**src/rtl/move_cmd_gen.sv**
```systemverilog
// Turns four raw player push-buttons into single-cycle n/s/e/w move pulses for the room FSM,
// with synchronisation, debounce, ambiguity rejection, release gating and game-over lockout.
module move_cmd_gen #(
   parameter int unsigned DEBOUNCE_CYCLES = 4,
   parameter int unsigned MOVE_W          = 8
) (
   input  logic              clock,
   input  logic              R,
   input  logic              btn_n,
   input  logic              btn_s,
   input  logic              btn_e,
   input  logic              btn_w,
   input  logic              game_over,
   output logic              n,
   output logic              s,
   output logic              e,
   output logic              w,
   output logic              busy,
   output logic [MOVE_W-1:0] moves
);

   localparam int unsigned CNT_W = (DEBOUNCE_CYCLES > 1) ? $clog2(DEBOUNCE_CYCLES) : 1;
   localparam logic [CNT_W-1:0] CNT_LAST = CNT_W'(DEBOUNCE_CYCLES - 1);

   typedef enum logic [1:0] {
      IDLE     = 2'd0,
      PULSE    = 2'd1,
      WAIT_REL = 2'd2,
      LOCKED   = 2'd3
   } state_t;

   // Bit order everywhere: {n, s, e, w}
   logic [3:0]            raw;
   logic [3:0]            sync1;
   logic [3:0]            sync2;
   logic [3:0]            db;
   logic [3:0][CNT_W-1:0] cnt;
   logic                  any_press;
   logic                  single_press;

   state_t              state;
   state_t              state_nxt;
   logic [3:0]          dir_nxt;
   logic [MOVE_W-1:0]   moves_nxt;

   assign raw = {btn_n, btn_s, btn_e, btn_w};

   // Two-flop synchroniser for the asynchronous buttons
   always_ff @(posedge clock or posedge R) begin
      if (R) begin
         sync1 <= '0;
         sync2 <= '0;
      end else begin
         sync1 <= raw;
         sync2 <= sync1;
      end
   end

   // Debounce: a level change must persist DEBOUNCE_CYCLES consecutive cycles; any bounce restarts it
   always_ff @(posedge clock or posedge R) begin
      if (R) begin
         db  <= '0;
         cnt <= '0;
      end else begin
         for (int b = 0; b < 4; b++) begin
            if (sync2[b] == db[b]) begin
               cnt[b] <= '0;
            end else if (cnt[b] == CNT_LAST) begin
               db[b]  <= sync2[b];
               cnt[b] <= '0;
            end else begin
               cnt[b] <= cnt[b] + CNT_W'(1);
            end
         end
      end
   end

   assign any_press    = |db;
   assign single_press = any_press && ((db & (db - 4'd1)) == 4'd0);

   // Move FSM: next state, next pulse vector and next move count
   always_comb begin
      state_nxt = state;
      dir_nxt   = '0;
      moves_nxt = moves;
      case (state)
         IDLE: begin
            if (game_over) begin
               state_nxt = LOCKED;
            end else if (single_press) begin
               state_nxt = PULSE;
               dir_nxt   = db;
               if (moves != '1) begin
                  moves_nxt = moves + MOVE_W'(1);
               end
            end else if (any_press) begin
               state_nxt = WAIT_REL;
            end
         end
         PULSE: begin
            state_nxt = game_over ? LOCKED : WAIT_REL;
         end
         WAIT_REL: begin
            if (game_over) begin
               state_nxt = LOCKED;
            end else if (!any_press) begin
               state_nxt = IDLE;
            end
         end
         LOCKED: begin
            state_nxt = LOCKED;
         end
         default: begin
            state_nxt = IDLE;
         end
      endcase
   end

   // Registered state and outputs; reset cuts off any pulse in flight
   always_ff @(posedge clock or posedge R) begin
      if (R) begin
         state        <= IDLE;
         {n, s, e, w} <= 4'b0000;
         busy         <= 1'b0;
         moves        <= '0;
      end else begin
         state        <= state_nxt;
         {n, s, e, w} <= dir_nxt;
         busy         <= (state_nxt != IDLE);
         moves        <= moves_nxt;
      end
   end

endmodule
```
**config.mk**
```make
export PLATFORM = sky130hd
export DESIGN_NAME = move_cmd_gen
export DESIGN_NICKNAME = d
export VERILOG_FILES = /design/src/rtl/move_cmd_gen.sv
export SDC_FILE = /design/constraint.sdc
export NUM_CORES = 1
export LEC_CHECK = 0
export BUFFER_PORTS_ARGS = -buffer_cell sky130_fd_sc_hd__buf_2
export CAP_MARGIN = 20
export CORE_ASPECT_RATIO = 0.8
export CORE_UTILIZATION = 40
export CTS_BUF_LIST = sky130_fd_sc_hd__clkbuf_16
export CTS_CLUSTER_DIAMETER = 120
export DETAILED_ROUTE_END_ITERATION = 7
export GPL_TIMING_DRIVEN = 0
export HOLD_SLACK_MARGIN = 0.1
export MAX_ROUTING_LAYER = met4
export PLACE_DENSITY_LB_ADDON = 0.25
export SYNTH_ARGS = -nofsm -noshare
export SYNTH_HDL_FRONTEND = slang
export SYNTH_SLANG_ARGS = --single-unit
```
**constraint.sdc**
```tcl
create_clock -name clock -period 4.9 [get_ports clock]
set_clock_uncertainty 0.2 [all_clocks]
set_input_delay 0.245 -clock clock [delete_from_list [all_inputs] [get_ports clock]]
set_output_delay 0.245 -clock clock [all_outputs]
set_load 0.03 [all_outputs]
```
Yosys cells after proc, flatten, opt, wreduce, memory -nomap -nowiden
Cells that the tools add are included.
Operators by class
  add/subtract/negate cells: 6
  equal/unequal tests: 12
  muxes and demuxes: 18
  bitwise operators: 6
  reduce and logical (&&, ||, !) cells: 10
Operators with widths (number)
  2-to-1 mux 2 bit: 13
  == test 2 bit, second input constant: 6
  2-to-1 mux 4 bit: 3
  adder 2 x 1 -> 2 bit, second input constant: 4
  adder 8 x 1 -> 8 bit, second input constant: 1
  inequality test 8 bit, second input constant: 1
  case mux 2 bit (4 select lines): 1
  AND reduction 2 bit: 4
  inverter 1 bit: 5
  bitwise AND 4 bit: 1
  == test 1 bit: 4
  zero test 4 bit: 1
  AND reduction 4 bit: 1
  OR reduction 4 bit: 1
  subtractor 4 x 1 -> 4 bit, second input constant: 1
  == test 2 x 1 -> 1 bit, second input constant: 1
  zero test 2 bit: 1
  nonzero test 2 bit: 1
  logical AND 1 bit: 1
  2-to-1 mux 1 bit: 1
Word-level totals
  register bits: 35
  bits of input ports: 7

Logic depth before layout (Yosys ltp)
Gate-level depths: netlist of the first run.
  depth in word-level cells: 8
  depth in mapped cells: 5
  gate-level depth less buffers: 5

Worst setup path before layout of the first run
No wires, ideal clock.
  path kind: register -> register
  start: register moves[0]
  end: register moves[1]
  arrival time: 1618 ps
  setup slack: 2957 ps
  cell stages (with the launch flop): 6
  path buffers: 0
  cell sequence: dfrtp_1 ha_1 nand3_1 o21ai_0 nor2_1 mux2_2
Between the ends
  longest elaborated chain between the ends: 2
  elaborated cells between the ends (all ways): 3
  those cells by class: add/sub (1); eq/ne (1); reduce/logical (1)
RTL lines
  start: declaration: line 19  | output logic [MOVE_W-1:0] moves
  start signal: assignment: line 130  | moves <= moves_nxt;
  branches (longest 2 deep; another with adder 8 x 1 -> 8 bit)
Parallel ways; which one is timed is not known.
A chain may end at the register's enable or synchronous reset.

Worst setup path in the final report of the first run
  start: input game_over
  end: register moves[7]
Between the ends
  longest elaborated chain between the ends: 2
RTL lines
  start: declaration: line 13  | input logic game_over,
  inverter 1 bit (no source line)
  AND reduction 4 bit (no source line)
No other way between the ends.

==> results of run 1 <==
## Yosys cell counts
cell type | count | area, um^2
buf_6 | 1 | 11.26
and2_2 | 1 | 7.510
nand2_1 | 4 | 15.01
and2b_2 | 1 | 8.760
mux2_2 | 6 | 67.56
o21ai_0 | 2 | 10.01
nor2_1 | 5 | 18.77
nor2b_1 | 4 | 25.02
o21a_1 | 1 | 7.510
nor3_1 | 7 | 35.03
a21oi_1 | 2 | 10.01
a211oi_2 | 1 | 12.51
inv_1 | 1 | 3.750
xor2_1 | 7 | 61.31
nor4b_2 | 2 | 30.03
nand3_1 | 2 | 10.01
o31ai_1 | 1 | 7.510
nand4_1 | 2 | 12.51
nor3b_1 | 1 | 7.510
buf_4 | 1 | 7.510
xnor2_1 | 4 | 35.03
nor4_1 | 3 | 18.77
dfrtp_1 | 35 | 875.8
a2111oi_0 | 1 | 8.760
ha_1 | 5 | 62.56
and2_1 | 3 | 18.77
## report_power, final
group,internal [mW],total (mW),switching (mW)
sequential,0.336,0.370,0.0335
clock,0.289,0.402,0.113
combinational,0.0946,0.195,0.0999
## worst max path at each step
stage	start	endpoint	slack (ns)	depth (start not counted)
after floorplan	moves[0]	moves[1]	2.96	5
after global placement	state[1]	moves[7]	2.86	4
after detailed placement	state[1]	moves[1]	2.80	4
after CTS	game_over	moves[1]	2.63	6
after global routing	game_over	moves[1]	2.51	6
final	game_over	moves[7]	2.61	6
## metal layers
layer	share of wire	up-vias	GRT usage
li1	-	427	-
met1	0.48	433	0.1810
met2	0.43	22	0.2426
met3	0.054	9	0.07708
met4	0.030	0	0.09375
met5	0	-	-
## cell families (layout without fill, tap and decap cells)
logic type,after synthesis,after routing,share of synthesized area
buffers and inverters,3,37,0.01622
AND/OR/NAND/NOR,35,35,0.1496
adder cells (fa/ha/maj),5,5,0.04505
flip-flops,35,35,0.6306
multiplexers,6,6,0.04865
AO/OA/AOI/OAI,8,8,0.04054
XOR/XNOR,11,11,0.06937
## flip-flops by register name, indices dropped and copies added, names as in the netlist
| signal | cells |
|---|---|
| busy | 1 |
| cnt | 8 |
| db | 4 |
| e | 1 |
| moves | 8 |
| n | 1 |
| s | 1 |
| state | 2 |
| sync1 | 4 |
| sync2 | 4 |
| w | 1 |
## layout make-up
class,instances,share of cell area
Buffer,2,0.01037
Clock buffer,5,0.06911
Clock inverter,3,0.03525
Inverter,1,0.002073
Multi-Input combinational cell,65,0.2709
Sequential cell,35,0.4838
Tap cell,40,0.02764
Timing Repair Buffer,26,0.1009
## through the flow
stage	utilization	setup slack [ns]	power [mW]	hold WS (ns)
after floorplan	-	2.957	0.5194	0.07643
after global placement	0.4797	2.855	0.5479	0.1326
after detailed placement	0.4883	2.796	0.5680	0.1094
after CTS	0.5661	2.629	0.9771	0.1488
after global routing	0.5661	2.506	1.013	0.1601
final	0.5661	2.609	0.9663	0.1464
## layout by cell type (no fill, tap or decap), types with 2 or more instances in the layout
| cell | Yosys | routed |
|---|---|---|
| nand4_1 | 2 | 2 |
| ha_1 | 5 | 5 |
| dfrtp_1 | 35 | 35 |
| a21oi_1 | 2 | 2 |
| nand3_1 | 2 | 2 |
| nand2_1 | 4 | 4 |
| nor2b_1 | 4 | 4 |
| bufinv_16 | 0 | 2 |
| xor2_1 | 7 | 7 |
| nor4b_2 | 2 | 2 |
| nor2_1 | 5 | 5 |
| and2_1 | 3 | 3 |
| nor4_1 | 3 | 3 |
| buf_2 | 0 | 19 |
| nor3_1 | 7 | 7 |
| mux2_2 | 6 | 6 |
| inv_1 | 1 | 2 |
| clkbuf_16 | 0 | 5 |
| xnor2_1 | 4 | 4 |
| o21ai_0 | 2 | 2 |
| dlygate4sd3_1 | 0 | 6 |
## worst max-delay path, delay by kind of cell
kind | cells | cell delay, ns
simple gates | 3 | 0.98
mux | 1 | 0.37
buf+inv | 2 | 0.66
==> impl_metrics.ini, run 1 <==
[global_routing]
grt_max_degree = 26
grt_pass1_wl_mm = 4.002
grt-ovfl-total = 0
grt_pass1_vias = 911
track_usage = 0.1633
antenna_found_initial = 0

[clock_network]
cts_tree = built
cts.repair.resized = 0
cts_max_path_buffers = 2
cts_max_level = 2
cts_made_buffers = 5
clk_latency_ns = 0.28
cts-root-buf = clkbuf_16
ctsHoldBuffers = 6
cts_sinks = 35
clk_pin_slew_ns = 0.05
post_cts_buffers = 0

[cells_and_area]
nets = 148
n_fill_cell = 262
syn2layout_area_growth_pct = 30.36
final_area_um2 = 1810
antennaDiodeCount = 0
final_cells = 177
multi_input_comb_area_um2 = 490.5
seq_area_um2 = 875.8
drive_gt1_frac = 0.2920

[setup_path]
ff2ff_setup_slack_ns = 2.78
r2r-end = moves[7]
path_cells = dlygate4sd3_1 -> buf_2 -> nor3_1 -> nand4_1 -> nor4_1 -> mux2_2
worstPathArrival_ns = 2.25
crit_path_end_kind = flop
critPathKind = input port to flop
critPathMaxFanout = 4
slowest_delay_ns = 0.53
reg2regPathDepth = 4
cp.required_ns = 4.86
start_kind = input port
r2r_start = state[1]
crit_slowest_cell = dlygate4sd3_1

[sta]
slew_violations = 0
slew-limit-headroom = 0.5978
rsz0062_at_grt = false
tns_ns = 0
fin_crit_sh = 0.4675
fin_crit_ns = 2.291
hold_viol_final = 0
finalSetupViolCount = 0
fmax_mhz = 436.5
tightest_slew_ns = 0.6022

[yosys]
netlist_instances = 103
syn_area_per_cell_um2 = 13.48
ys_seq_area_frac = 0.6306
synthesis.nets = 115
synth-seq-cells = 35
ys_types = 26
yosysWarnings = 0
syn_area_um2 = 1389

[outcome]
outcome = completed

[placement]
hpwl_mm = 1.625
post-place-cells = 163
gp_congestion = 0.7430
dpl_cell_area_um2 = 1562
port_buffers = 19

[power_and_ir_drop]
power.density_nw_per_um2 = 533.7
vdd_drop_max_mv = 0.2134
p_leak_nw = 0.8834

[floorplanning]
die_h_um = 54.71
core_area_um2 = 3198
row_count = 18
die_width_um = 67.88
dieArea_um2 = 3713
io_pins = 20
start_util = 0.4343

[route]
drt-total-wl_mm = 2.333
routed_via_density = 5.034
dr.pass1.iters = 2
drtIter0Drc = 23
drc = 0
antenna_left = 0
routed-via-count = 891
wl_per_cell_um = 13.18

[min_path]
hold_path.class = flop to flop
min_path_cells = 0
holdCritStartpoint = sync1[1]
worstHoldEndpoint = sync2[1]

[flow_run]
cap_violations = 0
Note: power is estimated with default switching activity, not from simulation.
==> inputs of run 2 (changes only) <==
==> constraint.sdc (replaced) <==
create_clock -name clock -period 2.05 [get_ports clock]
set_clock_uncertainty 0.2 [all_clocks]
set_input_delay 0.1025 -clock clock [delete_from_list [all_inputs] [get_ports clock]]
set_output_delay 0.1025 -clock clock [all_outputs]
set_load 0.03 [all_outputs]
==> run 2 against run 1 <==
  * Hold slack barely moved
  * Sequential power rose by 140%
  * Via count rose by 0.56%
  * Count of clock-buffer cells in the layout did not move
  * Die area did not move
  * Routed wire length rose by 0.26%
  * Flip-flop and latch count did not move
  * Core utilization rose by 1.1 points
  * Non-clock buffer count did not move
  * Design area rose by 2.0%
  * Power rose by 150%
  * Critical path type is now flop to flop
==> impl_metrics.ini, run 2 (synthesis gave the netlist of run 1 again) <==
[global_routing]
grt-ovfl-total = 0
grt_pass1_vias = 911
grt_max_degree = 26
antenna_found_initial = 0
track_usage = 0.1633
grt_pass1_wl_mm = 4.002

[floorplanning]
die_h_um = 54.71
start_util = 0.4343
dieArea_um2 = 3713
core_area_um2 = 3198
io_pins = 20
row_count = 18
die_width_um = 67.88

[cells_and_area]
final_common_cell = dfrtp_1
final_cell_mix = dfrtp_1, buf_2, xor2_1
syn2layout_area_growth_pct = 32.97
seq_area_um2 = 875.8
fin_util = 0.5775
reg_top3 = cnt (8), moves (8)
multi_input_comb_area_um2 = 526.8
final_cells = 177
drive_gt1_frac = 0.3066
n_fill_cell = 257
antennaDiodeCount = 0
nets = 148

[sta]
fin_crit_ns = 1.954
fin_crit_sh = 0.9530
finalSetupViolCount = 0
tightest_slew_ns = 0.5412
hold_viol_final = 0
fmax_mhz = 511.9
slew-limit-headroom = 0.6388
rsz0062_at_grt = false
whs_ns = 0.1461
tns_ns = 0
slew_violations = 0

[route]
antenna_left = 0
wl_per_cell_um = 13.21
routed-via-count = 896
drt-total-wl_mm = 2.339
routed_via_density = 5.062
dr.pass1.iters = 2
drc = 0
drtIter0Drc = 41

[clock_network]
cts_sinks = 35
clk_pin_slew_ns = 0.05
cts-root-buf = clkbuf_16
cts_max_level = 2
clk_latency_ns = 0.28
cts_max_path_buffers = 2
cts_tree = built
cts_made_buffers = 5

[setup_path]
worstPathArrival_ns = 1.92
ff2ff_setup_slack_ns = 0.1
start_kind = flop
crit_slowest_cell = a211oi_4
path_cells = buf_6 -> xor2_1 -> a211oi_4 -> and2b_2 -> and2_2
critPathMaxFanout = 9
crit_path_end_kind = flop
critPathKind = flop to flop
cp.required_ns = 2.02
slowest_delay_ns = 0.47

[placement]
post-place-cells = 163
port_buffers = 19
hpwl_mm = 1.625
gp_congestion = 0.7430

[power_and_ir_drop]
power.density_nw_per_um2 = 1293
p_leak_nw = 0.8951
vdd_drop_max_mv = 0.5164
p_total_mw = 2.388

[flow_run]
cap_violations = 0

[outcome]
outcome = completed

[min_path]
hold_path.class = flop to flop
## run 2: path summary, 6_finish.rpt
kind / from / endpoint / cells past startpoint
worst min register to register: sync1[0] / sync2[0] / 0
min in group asynchronous: R / db[2] / 3
worst max-delay path: db[1] / n / 5
max in group asynchronous: R / cnt[7] / 4
worst min-delay path: sync1[0] / sync2[0] / 0
worst max register to register: db[1] / n / 5
## run 2: layer usage
layer | share of wire | up-vias | routed length (um) | global-route usage
met5 | 0 | - | 0 | -
met4 | 0.030 | 0 | 71 | 0.09375
met3 | 0.056 | 11 | 130 | 0.07708
met2 | 0.44 | 23 | 1024 | 0.2426
met1 | 0.48 | 438 | 1113 | 0.1810
li1 | - | 424 | - | -
## run 2: critical path: cells and delay by family (launching register included)
kind | cells | cell delay, ns
and+or+nand+nor | 2 | 0.47
buffers and inverters | 1 | 0.15
xor gates and xnor gates | 1 | 0.19
AOI/OAI and AO/OA | 1 | 0.47
DFF | 1 | 0.37
## run 2: final cells by class
class | count | share of cell area
multi-input combinational | 65 | 0.2852
tap | 40 | 0.02710
clock buffer | 5 | 0.06775
sequential | 35 | 0.4743
inverter | 1 | 0.002033
timing repair buffer | 26 | 0.09892
clock inverter | 3 | 0.03455
buffer | 2 | 0.01016
## run 2: per-stage QoR
step,worst slack [ns],instance area [um^2]
after floorplan,0.1075,1389
after global placement,0.005490,1534
after detailed placement,-0.05391,1562
after CTS,0.02723,1815
after global routing,0.005717,1847
final,0.09641,1847
## run 2: power breakdown
part           total [mW]  internal (mW)  switching (mW)  leakage [nW]
Clock               0.962          0.691           0.270        0.0952
Combinational       0.535          0.257           0.278         0.362
Sequential          0.892          0.804          0.0880         0.438
## run 2: repair_timing
action | 4_1_cts | 5_1_grt
endpoints found under the hold margin | 43 | 0
gates cloned | 0 | 0
hold buffers | 6 | 0
pin swaps | 0 | 2
endpoints found under the setup margin | 2 | 5
resized for setup | 1 | 5
buffers inserted | 0 | 0
==> inputs of run 3 (changes only) <==
--- a/config.mk
+++ b/config.mk
@@ -5,10 +5,11 @@
 export SDC_FILE = /design/constraint.sdc
 export NUM_CORES = 1
 export LEC_CHECK = 0
+export ABC_CLOCK_PERIOD_IN_PS = 2050
 export BUFFER_PORTS_ARGS = -buffer_cell sky130_fd_sc_hd__buf_2
 export CAP_MARGIN = 20
 export CORE_ASPECT_RATIO = 0.8
-export CORE_UTILIZATION = 40
+export CORE_UTILIZATION = 35
 export CTS_BUF_LIST = sky130_fd_sc_hd__clkbuf_16
 export CTS_CLUSTER_DIAMETER = 120
 export DETAILED_ROUTE_END_ITERATION = 7
==> run 3 against run 2 <==
  * Design area decreased by 2.1%
  * Non-clock buffer count unchanged
  * Critical path depth unchanged
  * Count of clock-buffer cells in the layout unchanged
  * Maximum frequency increased by 1.1%
  * First-iteration DRC count increased by 4.9%
  * Core utilization decreased by 10 points
  * Register-to-register slack improved by 0.02 ns
  * Largest power group is now registers
==> impl_metrics.ini, run 3 (synthesis gave the netlist of run 1 again) <==
[cells_and_area]
drive_gt1_frac = 0.2993
final_area_um2 = 1808
seq_area_um2 = 875.8
antennaDiodeCount = 0
final_common_cell = dfrtp_1
n_fill_cell = 358
multi_input_comb_area_um2 = 533.0
reg_top3 = cnt (8), moves (8)
nets = 148
final_cell_mix = dfrtp_1, buf_2, xor2_1
syn2layout_area_growth_pct = 30.18

[global_routing]
grt_max_degree = 21
grt_pass1_vias = 859
grt_pass1_wl_mm = 3.877
grt-ovfl-total = 0
antenna_found_initial = 0
track_usage = 0.1315

[clock_network]
cts_made_buffers = 5
cts-root-buf = clkbuf_16
cts_sinks = 35
cts_max_level = 2
clk_pin_slew_ns = 0.05
cts_tree = built
cts_max_path_buffers = 2
post_cts_buffers = 0
clk_latency_ns = 0.27

[placement]
hpwl_mm = 1.611
gp_congestion = 0.8199
dpl_cell_area_um2 = 1568
port_buffers = 19

[power_and_ir_drop]
p_clk_frac = 0.327
p_sw_frac = 0.2863
p_sw_uw = 599.9
vdd_drop_max_mv = 0.4732
p_int_mw = 1.495
p_leak_nw = 0.8791
power_frac_seq = 0.424
power.density_nw_per_um2 = 1159
comb_power_share = 0.249

[sta]
slew_violations = 0
tightest_slew_ns = 0.7649
tns_ns = 0
fin_crit_sh = 0.9426
fmax_mhz = 517.5
slew-limit-headroom = 0.4895
finalSetupViolCount = 0
hold_viol_final = 0
fin_crit_ns = 1.932
whs_ns = 0.1450
rsz0062_at_grt = false

[setup_path]
crit_end = n
ff2ff_setup_slack_ns = 0.12
r2r-end = n
crit_slowest_cell = a211oi_4
slowest_delay_ns = 0.45
r2r_start = db[2]
cp.required_ns = 2.01
reg2regPathDepth = 5
critPathKind = flop to flop
start_kind = flop
worstPathArrival_ns = 1.89
startpoint = db[2]
path_cells = buf_4 -> xor2_1 -> a211oi_4 -> and2b_2 -> and2_2
crit_path_end_kind = flop
critPathMaxFanout = 9

[route]
dr.pass1.iters = 5
routed-via-count = 870
routed_via_density = 4.531
wl_per_cell_um = 11.88
drc = 0
drtIter0Drc = 43
antenna_left = 0
drt-total-wl_mm = 2.280

[outcome]
outcome = completed

[floorplanning]
core_area_um2 = 3804
dieArea_um2 = 4226
die_h_um = 58.34
die_width_um = 72.43
io_pins = 20
start_util = 0.3651
row_count = 20

[min_path]
hold_path.class = flop to flop
min_path_cells = 0

[flow_run]
cap_violations = 0
-- run 3: cell count changes in the layout (fill, tap and decap cells not counted), sizes merged --
| cell | before | now |
|---|---|---|
| clkinv | 0 | 1 |
| bufinv | 2 | 0 |
| inv | 2 | 3 |
-- run 3: what timing repair did --
action / in CTS / in global routing
pin swaps: 0 / 2
endpoints found under the setup margin: 2 / 5
resized for setup: 1 / 6
hold buffers: 6 / 0
endpoints found under the hold margin: 27 / 0
-- run 3: layout make-up --
cell class,instances,share of cell area
buffer,2,0.01038
clock buffer,5,0.06920
clock inverter,3,0.006920
inverter,1,0.002076
multi-input combinational,65,0.2948
sequential,35,0.4844
tap,55,0.03806
timing repair buffer,26,0.09412
-- run 3: through the flow --
| step | total power [mW] | setup WS, ns | utilization | cells |
|---|---|---|---|---|
| 2_1_floorplan | 1.241 | 0.1075 | - | 103 |
| 3_3_place_gp | 1.305 | 0.005268 | 0.4082 | 177 |
| 3_5_place_dp | 1.343 | -0.03673 | 0.4122 | 178 |
| 4_1_cts | 2.047 | 0.008824 | 0.4655 | 192 |
| 5_1_grt | 2.215 | 0.02342 | 0.4753 | 192 |
| 6_report | 2.095 | 0.1176 | 0.4753 | 192 |
-- run 3: routing by layer --
layer  vias up  GRT usage  part of all wire
met5         -          -                 0
met2        22     0.1909              0.45
li1        427          -                 -
met4         0    0.07563             0.027
met3         8    0.04623             0.050
met1       413     0.1599              0.47
-- run 3: worst min path at each step --
stage                        start  endpoint  slack [ns]
after CTS                 sync1[0]  sync2[0]        0.15
after floorplan              btn_w  sync1[0]       -0.07
after global routing      sync1[1]  sync2[1]        0.16
final                     sync1[0]  sync2[0]        0.15
after detailed placement     btn_e  sync1[1]        0.01
after global placement       btn_s  sync1[2]        0.01
-- run 3: power groups by stage --
stage / clock network [mW] / registers (mW) / logic (mW)
after floorplan: 0 / 0.873 / 0.369
after global placement: 0 / 0.887 / 0.418
after detailed placement: 0 / 0.892 / 0.450
after CTS: 0.704 / 0.882 / 0.461
after global routing: 0.732 / 0.903 / 0.579
final: 0.685 / 0.889 / 0.522
-- run 3: worst max-delay path: cells and delay by family (launching register included) --
| family | cells | cell delay [ns] |
|---|---|---|
| XOR/XNOR | 1 | 0.17 |
| buffers and inverters | 1 | 0.17 |
| AO/OA/AOI/OAI | 1 | 0.45 |
| flip-flops | 1 | 0.35 |
| AND/OR/NAND/NOR | 2 | 0.47 |
